File: src/rtl/serdes_shift_reg.sv
// serdes_shift_reg: multi-lane double-buffered PISO/SIPO shift register with load handshake and gap-free frames
module serdes_shift_reg #(
  parameter int WIDTH     = 24,
  parameter int LANES     = 1,
  parameter bit MSB_FIRST = 1'b1
) (
  input  logic                   clk_i,
  input  logic                   rst_i,
  input  logic [LANES*WIDTH-1:0] load_data_i,
  input  logic                   load_valid_i,
  output logic                   load_ready_o,
  input  logic                   shift_en_i,
  input  logic [LANES-1:0]       serial_in_i,
  output logic [LANES-1:0]       serial_out_o,
  output logic [LANES*WIDTH-1:0] q_o,
  output logic [LANES-1:0]       carry_o,
  output logic                   busy_o,
  output logic                   done_o
);
  localparam int CW = $clog2(WIDTH);
  typedef enum logic {IDLE, SHIFT} state_e;
  state_e                 state_q, state_d;
  logic [LANES*WIDTH-1:0] sreg_q, sreg_d, hold_q, hold_d, shifted;
  logic                   hold_full_q, hold_full_d, done_q, done_d;
  logic [LANES-1:0]       carry_q, carry_d;
  logic [CW-1:0]          cnt_q, cnt_d;
  logic                   last;
  for (genvar k = 0; k < LANES; k++) begin : g_lane
    logic [WIDTH-1:0] seg;
    assign seg = sreg_q[k*WIDTH +: WIDTH];
    assign shifted[k*WIDTH +: WIDTH] = MSB_FIRST ? {seg[WIDTH-2:0], serial_in_i[k]}
                                                 : {serial_in_i[k], seg[WIDTH-1:1]};
    assign serial_out_o[k] = MSB_FIRST ? seg[WIDTH-1] : seg[0];
  end
  assign last         = shift_en_i && (cnt_q == CW'(WIDTH - 1));
  assign load_ready_o = !hold_full_q;
  assign busy_o       = state_q == SHIFT;
  assign q_o          = sreg_q;
  assign carry_o      = carry_q;
  assign done_o       = done_q;
  always_comb begin
    state_d     = state_q;
    sreg_d      = sreg_q;
    hold_d      = hold_q;
    hold_full_d = hold_full_q;
    carry_d     = carry_q;
    cnt_d       = cnt_q;
    done_d      = 1'b0;
    if (load_valid_i && !hold_full_q) begin
      hold_d      = load_data_i;
      hold_full_d = 1'b1;
    end
    if (state_q == IDLE) begin
      if (hold_full_q) begin
        sreg_d      = hold_q;
        hold_full_d = 1'b0;
        cnt_d       = '0;
        carry_d     = '0;
        state_d     = SHIFT;
      end
    end else if (shift_en_i) begin
      sreg_d  = shifted;
      carry_d = serial_out_o;
      cnt_d   = cnt_q + 1'b1;
      // On the last bit a waiting word replaces the frame on the same edge; Carry keeps the final bit
      if (last) begin
        done_d = 1'b1;
        if (hold_full_q) begin
          sreg_d      = hold_q;
          hold_full_d = 1'b0;
          cnt_d       = '0;
        end else begin
          state_d = IDLE;
        end
      end
    end
  end
  always_ff @(posedge clk_i) begin
    if (rst_i) begin
      state_q     <= IDLE;
      sreg_q      <= '0;
      hold_q      <= '0;
      hold_full_q <= 1'b0;
      carry_q     <= '0;
      cnt_q       <= '0;
      done_q      <= 1'b0;
    end else begin
      state_q     <= state_d;
      sreg_q      <= sreg_d;
      hold_q      <= hold_d;
      hold_full_q <= hold_full_d;
      carry_q     <= carry_d;
      cnt_q       <= cnt_d;
      done_q      <= done_d;
    end
  end
endmodule

File: config.mk
export PLATFORM = sky130hd
export DESIGN_NAME = serdes_shift_reg
export DESIGN_NICKNAME = d
export VERILOG_FILES = /design/src/rtl/serdes_shift_reg.sv
export SDC_FILE = /design/constraint.sdc
export NUM_CORES = 1
export LEC_CHECK = 0
export ABC_AREA = 1
export BUFFER_PORTS_ARGS = -buffer_cell sky130_fd_sc_hd__buf_2
export CORE_MARGIN = 5
export CORE_UTILIZATION = 53
export DETAILED_ROUTE_END_ITERATION = 10
export GPL_TIMING_DRIVEN = 0
export PLACE_DENSITY = 0.78
export SLEW_MARGIN = 30
export SYNTH_ARGS = -nofsm -noshare
export SYNTH_HDL_FRONTEND = slang
export SYNTH_SLANG_ARGS = --single-unit
File: constraint.sdc
create_clock -name clk_i -period 1.8 [get_ports clk_i]
set_input_delay 0.45 -clock clk_i [delete_from_list [all_inputs] [get_ports clk_i]]
set_output_delay 0.45 -clock clk_i [all_outputs]
set_load 0.03 [all_outputs]
==> flow_summary.toml <==
[outcome]
status = "complete, no violations"

[power_and_ir_drop]
p_sw_share_pct = 31.1
powerDensity_nw_per_um2 = 962
p_int_w = 0.00207
sequentialPowerShare_pct = 47.3
p_switching_w = 0.000936
combinationalPowerShare_pct = 19.1
ir_worst_vdd_mv = 0.576
power.total_w = 0.00301
leakagePower_nw = 1.37
clkPwrFrac_pct = 33.6

[setup_path]
cp_data_arrival_time_ns = 1.77
endpoint_kind = "register"
crit_chain = "ha_1 -> nand2_2 -> nor2_4 -> nand3_4 -> buf_4 -> nand3_1 -> nand2_1 -> nor2_1 -> nor2_1"
cp_common_cell = "nor2_1"
cpPeakStageDelay_ns = 0.40
r2r_slack_ns = 0.26
startpoint_type = "register"
path_class = "reg -> reg"
cp_slowest_cell = "dfxtp_1"
critPathRequiredTime_ns = 2.03
cp_max_fo = 10

[floorplanning]
core_sq_um = 4750
die_h_um = 80.0
start_util_pct = 54.7
pin_count = 58
die_area_sq_um = 6400
row_count = 25
fp.dieW_um = 80.0

[clocking]
cts_buffer_depth = 2
hold_buffers = 0
cts_buffers = 9
tritoncts = "built"
clk_pin_slew_worst_paths_ns = 0.06
cts_num_sinks = 57
clock_latency_ns = 0.34
htreeDepth = 3
cts_setup_buffers = 0
clockRootBuffer = "clkbuf_8"
cts_resized = 0

[cells_and_area]
mostFrequentLayoutCells = "buf_2, dfxtp_1, nor2_1"
antenna-diode-count = 0
nets = 444
finish.utilization_pct = 65.7
drive_gt1_share_pct = 28.0
final_common_cell = "buf_2"
nFillCells = 456
syn2layout_area_growth_pct = 20.2

[yosys]
synth_xor_area_share_pct = 0
ys_types = 23
synth_area_sq_um = 2600
yosys.area.top_type = "dfxtp_1"
ys_seq_area_share_pct = 43.9
syn_avg_cell_area_sq_um = 7.49
synth.area.mux_share_pct = 0
synth_top_area_share_pct = 43.9
syn_nets = 377
ys_seq_elements = 57
synth_fa_ha_area_share_pct = 0.481
yosys.area_share.simple_pct = 20.5
synthTopCellsByArea = "dfxtp_1, o21ai_0, a21oi_2, nor2_1, a21oi_1"
synth_compound_area_share_pct = 24.6
ys_warn_count = 0
syn_inst = 347
synth_top_family_by_area = "compound AO/OA/AOI/OAI gates"

[global_route]
gr-usage-all-layers_pct = 21.3
grt_overflow = 0
antenna_found_initial = 0
grt_pass1_wl_mm = 10.7
grt_pass1_vias = 2319
grt_max_degree = 11

[place]
port_buffers = 56
dp_hpwl_mm = 4.52
place_congestion = 0.807

[timing]
fin_setup_tns_ns = 0
finalSetupViolCount = 0
rsz0062_at_grt = "no"
hold_violations = 0
final_max_slew_viol_count = 0
clock.fmax_mhz = 650
min_period_ns = 1.54
holdWs_ns = 0.389
fin_crit_sh_pct = 85.4
relSlewSlack_pct = 66.6
fin_skew_ns = 0.00452
tightest_slew_ns = 0.502

[route]
highest_layer = "met4"
routed_via_density = 5.12
route.detailed.drc = 0
dr_wl_met3_um = 361
met1_length_mm = 2.89
drtIter0Drc = 154
wl_met2_mm = 2.89
firstDrtPassIters = 4
drt_wl_total_mm = 6.28
via_count = 2482
ant_nets = 0
routedWlPerCell_um = 13.0

[hold_path]
min_path_type = "in -> reg"

[job]
maxCapViolCount = 0
## cells in the mapped netlist
library cell and number:
o21ai_0 46, a21oi_1 32, nand2_1 38, buf_6 4
buf_2 9, nand3_1 29, nor2_1 51, clkbuf_1 9
ha_1 1, nand4_1 2, nand2_2 1, inv_1 28
buf_4 4, o21ai_4 1, nor2_4 1, a21o_1 1
nand3_4 1, o21ai_1 3, buf_1 2, dfxtp_1 57
nor3_1 1, a21oi_2 24, inv_2 2
## layout make-up
| type | count | area (sq um) | area share [%] |
|---|---|---|---|
| flip-flops and latches | 57 | 1140 | 36.5 |
| repair buffers | 56 | 280 | 8.97 |
| inverters | 30 | 113 | 3.60 |
| well taps | 67 | 83.8 | 2.68 |
| clock inverters | 4 | 20.0 | 0.641 |
| clock buffers | 11 | 141 | 4.53 |
| plain buffers | 28 | 161 | 5.17 |
| multi-input cells | 232 | 1180 | 37.9 |
## worst paths after layout
kind | start | depth (start not counted) | endpoint
setup reg to reg | cnt_q[0] | 9 | q_o[16]
hold reg to reg | carry_o | 2 | carry_o
setup / recovery | cnt_q[0] | 9 | q_o[16]
hold / removal | load_data_i[9] | 3 | hold_q[9]
## logic make-up (layout without fill, tap and decap cells)
logic type,Yosys count,after routing
AO/OA/AOI/OAI,107,107
adder cells (fa/ha/maj),1,1
buffers and inverters,58,129
flip-flops,57,57
AND/OR/NAND/NOR,124,124
## critical path: cells and delay by family (launching register included)
kind / cells / cell delay, ns
buffers and inverters: 1 / 0.21
adder cells (fa/ha/maj): 1 / 0.21
flip-flops: 1 / 0.40
AND/OR/NAND/NOR: 7 / 0.61
## state kept, by name, indices dropped and copies added, names as in the netlist
register     flops
busy_o           1
carry_o          1
cnt_q            5
done_o           1
hold_full_q      1
hold_q          24
q_o             24
## power groups by stage
| stage | logic (W) | registers (W) | clock network (W) |
|---|---|---|---|
| final | 0.000574 | 0.00142 | 0.00101 |
| after global routing | 0.000640 | 0.00143 | 0.00109 |
| after CTS | 0.000579 | 0.00142 | 0.00103 |
| after detailed placement | 0.000576 | 0.00145 | 0 |
| after global placement | 0.000565 | 0.00145 | 0 |
| after floorplan | 0.000305 | 0.00155 | 0 |
## metal layers
metal	vias to the layer above	track usage, %
li1	1268	-
met1	1132	27.7
met2	68	33.0
met3	14	4.63
met4	0	10.5
met5	-	0
## stage by stage
step / setup WS [ns] / area [sq um] / cells
2_1_floorplan: 0.387 / 2600 / 347
3_3_place_gp: 0.267 / 2960 / 470
3_5_place_dp: 0.246 / 2960 / 470
4_1_cts: 0.268 / 3120 / 485
5_1_grt: 0.112 / 3120 / 485
6_report: 0.262 / 3120 / 485
Note: power is estimated with default switching activity, not from simulation.
